--- src/rtl/mem_responder.sv ---
// mem_responder: word-organised memory that answers byte/half/word load-store requests
// after a fixed LATENCY, rejecting misaligned, illegal-size and out-of-range accesses.
module mem_responder #(
    parameter int LATENCY     = 2,
    parameter int DEPTH_WORDS = 64
) (
    input  logic        clk,
    input  logic        rst,
    input  logic        req,
    input  logic        we,
    input  logic [1:0]  size,
    input  logic        uns,
    input  logic [31:0] addr,
    input  logic [31:0] wdata,
    output logic        busy,
    output logic        ack,
    output logic [31:0] rdata,
    output logic        err
);
    localparam int IDX_W = (DEPTH_WORDS > 1) ? $clog2(DEPTH_WORDS) : 1;

    typedef enum logic [1:0] {IDLE, WAIT, RESP} stateE;

    stateE       state;
    stateE       nextState;
    logic [3:0]  waitCnt;
    logic        errQ;
    logic        capture;
    logic        enterResp;

    logic        weQ;
    logic        unsQ;
    logic [1:0]  sizeQ;
    logic [31:0] addrQ;
    logic [31:0] wdataQ;

    logic        curWe;
    logic        curUns;
    logic [1:0]  curSize;
    logic [31:0] curAddr;
    logic [31:0] curWdata;

    logic             reqErr;
    logic [IDX_W-1:0] wordIdx;
    logic [31:0]      curWord;
    logic [7:0]       laneByte;
    logic [15:0]      laneHalf;
    logic [31:0]      loadValue;
    logic [31:0]      storeWord;

    logic [31:0] mem [DEPTH_WORDS];

    // NOTE: every signal driven here gets a default first, so no path can leave one
    // unassigned and infer a latch.
    always_comb begin
        nextState = state;
        capture   = 1'b0;
        enterResp = 1'b0;
        busy      = (state != IDLE);
        ack       = (state == RESP);
        err       = (state == RESP) && errQ;
        case (state)
            IDLE: begin
                if (req) begin
                    capture = 1'b1;
                    if (LATENCY == 0) begin
                        nextState = RESP;
                        enterResp = 1'b1;
                    end else begin
                        nextState = WAIT;
                    end
                end
            end
            WAIT: begin
                if (waitCnt == 4'd1) begin
                    nextState = RESP;
                    enterResp = 1'b1;
                end
            end
            RESP:    nextState = IDLE;
            default: nextState = IDLE;
        endcase
    end

    // With LATENCY=0 the access completes on the capture edge, so IDLE works on live inputs.
    always_comb begin
        if (state == IDLE) begin
            curWe    = we;
            curUns   = uns;
            curSize  = size;
            curAddr  = addr;
            curWdata = wdata;
        end else begin
            curWe    = weQ;
            curUns   = unsQ;
            curSize  = sizeQ;
            curAddr  = addrQ;
            curWdata = wdataQ;
        end
    end

    always_comb begin
        reqErr = ({2'b00, curAddr[31:2]} >= 32'(DEPTH_WORDS));
        case (curSize)
            2'b01:   if (curAddr[0]) reqErr = 1'b1;
            2'b10:   if (curAddr[1:0] != 2'b00) reqErr = 1'b1;
            2'b11:   reqErr = 1'b1;
            default: ;
        endcase

        wordIdx  = curAddr[IDX_W+1:2];
        curWord  = mem[wordIdx];
        laneByte = curWord[{curAddr[1:0], 3'b000} +: 8];
        laneHalf = curWord[{curAddr[1], 4'b0000} +: 16];

        case (curSize)
            2'b00:   loadValue = {{24{laneByte[7] & ~curUns}}, laneByte};
            2'b01:   loadValue = {{16{laneHalf[15] & ~curUns}}, laneHalf};
            default: loadValue = curWord;
        endcase

        storeWord = curWord;
        case (curSize)
            2'b00:   storeWord[{curAddr[1:0], 3'b000} +: 8] = curWdata[7:0];
            2'b01:   storeWord[{curAddr[1], 4'b0000} +: 16] = curWdata[15:0];
            default: storeWord = curWdata;
        endcase
    end

    // NOTE: sequential state uses non-blocking assignments so every register samples
    // pre-edge values regardless of statement order.
    always_ff @(posedge clk) begin
        if (!rst) begin
            state   <= IDLE;
            waitCnt <= '0;
            errQ    <= 1'b0;
            rdata   <= '0;
        end else begin
            state <= nextState;
            if (capture) begin
                waitCnt <= 4'(LATENCY);
            end else if (state == WAIT) begin
                waitCnt <= waitCnt - 4'd1;
            end
            if (enterResp) begin
                errQ <= reqErr;
                if (reqErr) begin
                    rdata <= '0;
                end else if (!curWe) begin
                    rdata <= loadValue;
                end
            end
        end
    end

    // Request fields are only consumed after a capture, so they need no reset.
    always_ff @(posedge clk) begin
        if (rst && capture) begin
            weQ    <= we;
            unsQ   <= uns;
            sizeQ  <= size;
            addrQ  <= addr;
            wdataQ <= wdata;
        end
    end

    // NOTE: the array is deliberately not reset; contents survive rst and change only on
    // an accepted, error-free store.
    always_ff @(posedge clk) begin
        if (rst && enterResp && curWe && !reqErr) begin
            mem[wordIdx] <= storeWord;
        end
    end
endmodule

--- config.mk ---
export PLATFORM = sky130hd
export DESIGN_NAME = mem_responder
export DESIGN_NICKNAME = d
export VERILOG_FILES = /design/src/rtl/mem_responder.sv
export SDC_FILE = /design/constraint.sdc
export NUM_CORES = 2
export LEC_CHECK = 0
export CORE_MARGIN = 2
export CORE_UTILIZATION = 45
export CTS_CLUSTER_DIAMETER = 60
export CTS_CLUSTER_SIZE = 30
export DETAILED_ROUTE_END_ITERATION = 6
export PLACE_DENSITY = 0.57
export SYNTH_ARGS = -nofsm -noshare
export SYNTH_HDL_FRONTEND = slang
export SYNTH_SLANG_ARGS = --single-unit
--- constraint.sdc ---
create_clock -name clk -period 13.4 [get_ports clk]
set_input_delay 4.02 -clock clk [delete_from_list [all_inputs] [get_ports clk]]
set_output_delay 4.02 -clock clk [all_outputs]
set_load 0.03 [all_outputs]
Yosys cells after proc, flatten, opt, wreduce, memory -nomap -nowiden
Memory sizes are Yosys's and may differ from the RTL's.
Index checks and enable logic that the tools add are counted.

word-level totals
  bits in registers = 107
  logic and storage cells = 73
  memories kept = 1
  output and inout bits = 35
  bits in writable memories = 2,048
  input port bits = 71

memories
  memory  depth  bits a word  read ports  clocked after Yosys merged registers in  wr ports  RTL line  source
  mem     64     32           1           0                                        1         51        logic [31:0] mem [DEPTH_WORDS];

operators by class
  order comparisons = 1
  reduce and logical (&&, ||, !) cells = 14
  shift operators = 6
  bitwise gates (word level) = 4
  $add $sub $neg = 3
  muxes and demuxes = 25
  equality and inequality tests = 9

operators with widths
  cell                                                                                   number
  32-bit 2-to-1 mux                                                                      4
  32-bit case mux with 2 select lines                                                    2
  32-bit bitwise mux                                                                     2
  16-bit by 7-bit variable shift with 32-bit output (first input constant)               1
  8-bit by 7-bit variable shift with 32-bit output (first input constant)                1
  16-bit by 7-bit variable part select with 32-bit output                                1
  32-bit by 6-bit variable part select with 16-bit output                                1
  32-bit by 6-bit variable part select with 8-bit output                                 1
  8-bit by 7-bit variable part select with 32-bit output                                 1
  30-bit by 7-bit greater-or-equal comparator with 1-bit output (second input constant)  1
  5-bit negation with 7-bit output                                                       2
  1-bit 2-to-1 mux                                                                       10
  2-bit 2-to-1 mux                                                                       5
  2-bit equality test (second input constant)                                            3
  2-bit nonzero test                                                                     3
  1-bit logical AND                                                                      5
  2-bit by 1-bit equality test with 1-bit output (second input constant)                 2
  4-bit by 1-bit equality test with 1-bit output (second input constant)                 1
  2-bit zero test                                                                        2
  2-bit != test (second input constant)                                                  2
  2-bit case mux with 2 select lines                                                     1
  2-bit AND reduction                                                                    2
  4-bit by 1-bit subtractor with 4-bit output (second input constant)                    1
  1-bit case mux with 3 select lines                                                     1
  5 further kinds                                                                        7

Logic depth before layout (Yosys ltp)
  word-level depth = 9
  gate-level depth with buffers = 21
  depth with buffers taken out = 16

Worst setup path before layout
Ideal clock, no wire load.

  path kind = input-to-reg
  start point = in addr[2]
  end point = mem mem[0][0], data pin
  data required time = 12,672 ps
  stages = 12
  arrival time = 8,987 ps
  path slack = 3,685 ps
  library setup time = 728 ps
  buffers on the path = 5
  cell sequence = buf_2 -> or4b_2 -> o21a_1 -> buf_2 -> clkbuf_1 -> buf_2 -> buf_1 -> o22ai_1 -> nor3_1 -> nor3_1 -> or3_1 -> o311ai_1

on the way
  word-level cells in the longest chain between the ends = 4
  elaborated cells between the ends (all ways) = 5
  those cells by class = mux (4); memory (1)

ends and longest elaborated chain
  element                                       RTL line  source
  start: declaration                            13        input logic [31:0] addr,
  32-bit 2-to-1 mux (*)                         87        if (state == IDLE) begin
  memory read 64 x 32 bit (*)                   n/a
  32-bit bitwise mux, on equally long branches  125, 124
  32-bit case mux with 2 select lines (*)       123       case (curSize)
  via storeWord[0]                              49        logic [31:0] storeWord;
  end: declaration                              51

Mark *: on every way through the listed nets, which the timed path passes. The rest lies on a longest branch.

Worst setup path after layout
  start point = in addr[4]
  end point = mem mem[21][3], data pin

The elaborated chain is that of the path after synthesis.

==> impl_metrics.py <==
metrics = {
    "timing": {
        "drv_slew": 0,
        "final_hold_viol_count": 0,
        "setup_viol_count_final": 0,
        "fmax_mhz": 101,
        "finalCriticalPeriod_ps": 9890,
        "min_period_over_period": 0.738,
        "skew_ps": 42.5,
        "fin_ws_ps": 3510,
        "setup_tns_ps": 0,
        "worst_pin_slew_ps": 1470,
        "relSlewSlack": 0.0123,
        "rsz0062_at_grt": "false",
    },
    "grt": {
        "grtUsageMet1": 0.464,
        "track_usage": 0.342,
        "grt_util_met3": 0.0864,
        "antenna_found_initial": 13,
        "grt_pass1_vias": 50600,
        "grt-busiest-layer": "met2",
        "grt_max_degree": 117,
        "overflow": 0,
        "use_met2": 0.506,
        "grt_first_pass_wirelength_um": 434000,
    },
    "clock_network": {
        "postCtsHoldBufs": 0,
        "ctsResizeCount": 0,
        "cts_buffer_depth": 3,
        "cts_root_buffer": "clkbuf_16",
        "cts_sinks": 2155,
        "path_clk_slew_ps": 90,
        "cts_tree": "built",
        "cts_buffers": 144,
        "h-tree-depth": 4,
        "clk_latency_ps": 860,
        "cts_setup_buffers": 0,
    },
    "synthesis": {
        "synth_area_leaders": "edfxtp_1, o22ai_1, nand2_1",
        "synth_top_area_cell": "edfxtp_1",
        "synth_top_area_share": 0.776,
        "synth.yosys.seq_area_share": 0.786,
        "async_reset_ff_frac": 0,
        "ys.flop_type": "edfxtp_1",
        "synth-seq-cells": 2155,
        "synth_cell_types": 88,
        "synth_nets": 5220,
        "synth_edf_count": 2116,
        "synth_area_per_cell_um2": 15.9,
        "ys_warn_count": 0,
        "synth.cell_area_um2": 81800,
        "synth_cells": 5138,
    },
    "pwr": {
        "p_leak_uw": 0.0287,
        "power_uw": 14200,
        "power_density_nw_per_um2": 154,
        "peakVddDrop_mv": 0.140,
    },
    "cells_and_area": {
        "area_delta_synth_final_pct": 12.7,
        "num-nets-final": 5343,
        "fin_area_um2": 92200,
        "final_core_util": 0.510,
        "fillCellCount": 14900,
        "drive_gt1_frac": 0.119,
    },
    "status": {
        "violations": "capacitance limit",
        "status": "finished, violations left",
    },
    "setup_path": {
        "arrival_ps": 10340,
        "crit_required_ps": 13850,
        "cp-start-kind": "input pin",
        "endpoint_kind": "register",
        "r2r_cells": 14,
        "worstSetupPathType": "input pin to register",
        "cp_max_fo": 64,
    },
    "placement": {
        "place.port_buffers": 105,
        "place_ws_ps": 2960,
        "gp_congestion": 0.929,
        "placed_area_um2": 87000,
        "hpwlAfterDp_um": 179000,
    },
    "route": {
        "drc": 0,
        "drt_iter0_markers": 10600,
        "vias_per_cell": 7.10,
        "vias": 55100,
        "wl_um": 324000,
        "detail-route-antenna-nets": 0,
        "drt-wirelength-per-cell_um": 41.7,
        "firstDrtPassIters": 7,
    },
    "die": {
        "die_h_um": 430,
        "dieArea_um2": 185000,
        "start_util": 0.453,
        "die_w_um": 430,
        "core_um2": 181000,
        "io_pins": 106,
        "rows": 156,
    },
    "job": {
        "maxCapViolations": 1,
    },
    "worst_hold_path": {
        "min_path_cells": 2,
        "hold_class": "register to register",
    },
}
## stage by stage
step | hold slack, ps | std cells
floorplan | 452 | 5138
finish | 477 | 7756
detailed placement | 460 | 7483
global route | 506 | 7753
CTS | 482 | 7750
global placement | 462 | 7483
## worst max-delay path, cell delays in order
cell and delay (ps):
clkdlybuf4s50_1 460, buf_4 350, or3b_4 570, nand2_4 480, buf_12 420, buf_4 460, nand2_1 90, and3_1 190
nor4_1 280, o22ai_1 180, nor4_2 1240, inv_1 160, o22ai_1 200, a221o_2 1010
## cells by family after synthesis
kind of cell,count (synthesis),synth area share
adder cells (fa/ha/maj),11,0.00168
AND/OR/NAND/NOR,1046,0.0583
buffers and inverters,367,0.0213
multiplexers,120,0.0151
AO/OA/AOI/OAI,1439,0.118
flip-flops,2155,0.786
## sequential cells by signal, indices dropped and copies added, names as in the netlist
name / count
mem: 2048
addrQ: 32
rdata: 32
wdataQ: 32
waitCnt: 4
sizeQ: 2
state: 2
errQ: 1
unsQ: 1
weQ: 1
## Yosys cell counts, types with 8 or more instances
master,number
ha_1,11
nand2b_1,11
a211oi_1,26
a32oi_1,50
buf_4,25
o41ai_1,14
buf_6,8
o211ai_1,45
dfxtp_1,39
a221oi_1,8
nand2_1,419
inv_1,23
buf_2,167
or4_1,15
mux2i_1,112
a21oi_1,148
nor2b_1,9
a222oi_1,16
a22oi_1,35
clkbuf_1,98
o22a_1,11
nor2_1,224
nor3_1,110
o22ai_1,746
buf_1,45
a32o_1,8
o32ai_1,17
nor4_1,78
or3_1,9
nand4_1,16
and3_1,23
o31ai_1,10
nand3_1,98
o21ai_0,110
a31oi_1,53
edfxtp_1,2116
o221ai_1,64
## report_power, final
part | total (µW) | internal (µW) | switching (µW)
clock | 4960 | 2380 | 2580
sequential | 7680 | 7680 | 5.08
combinational | 1590 | 345 | 1240
## per-layer routing
layer  share of wire  vias to the layer above
li1                -                    21200
met1            0.36                    28200
met2            0.44                     4670
met3            0.13                      969
met4           0.065                       10
met5         0.00078                        -
## cell usage in the layout, fill, tap and decap left out, drive strengths merged, types with 10 or more instances in the layout
| cell | count |
|---|---|
| ha | 11 |
| nand2b | 11 |
| buf | 215 |
| o21ai | 114 |
| nand3 | 98 |
| clkbuf | 156 |
| bufinv | 11 |
| nand2 | 419 |
| mux2i | 114 |
| and3 | 23 |
| inv | 66 |
| nand4 | 16 |
| o41ai | 14 |
| a31oi | 55 |
| o31ai | 10 |
| edfxtp | 2116 |
| o32ai | 17 |
| and2 | 10 |
| a32oi | 52 |
| a211oi | 26 |
| a22oi | 40 |
| or4 | 16 |
| o22a | 11 |
| clkinv | 51 |
| nor4 | 78 |
| o22ai | 746 |
| o221ai | 64 |
| dfxtp | 39 |
| nor3 | 111 |
| nor2 | 225 |
| a222oi | 16 |
| clkdlybuf4s50 | 105 |
| o211ai | 52 |
| a21oi | 148 |
## final timing paths
path,start,to,slack (ps)
setup / recovery,addr[4],mem[21][3],3510
hold / removal,rdata[18],rdata[18],480
setup reg to reg,state[0],mem[38][8],6590
hold reg to reg,rdata[18],rdata[18],480
## layout make-up
| cell class | instances | area, µm² | area share |
|---|---|---|---|
| flip-flops and latches | 2155 | 64300 | 0.697 |
| multi-input cells | 2616 | 16800 | 0.183 |
| clock buffers | 156 | 3750 | 0.0407 |
| well taps | 2370 | 2970 | 0.0322 |
| repair buffers | 320 | 2850 | 0.0309 |
| clock inverters | 111 | 1390 | 0.0151 |
| inverters | 24 | 92.6 | 0.00100 |
| diodes | 4 | 10.0 | 0.000109 |
(Power assumes the default switching activity.)
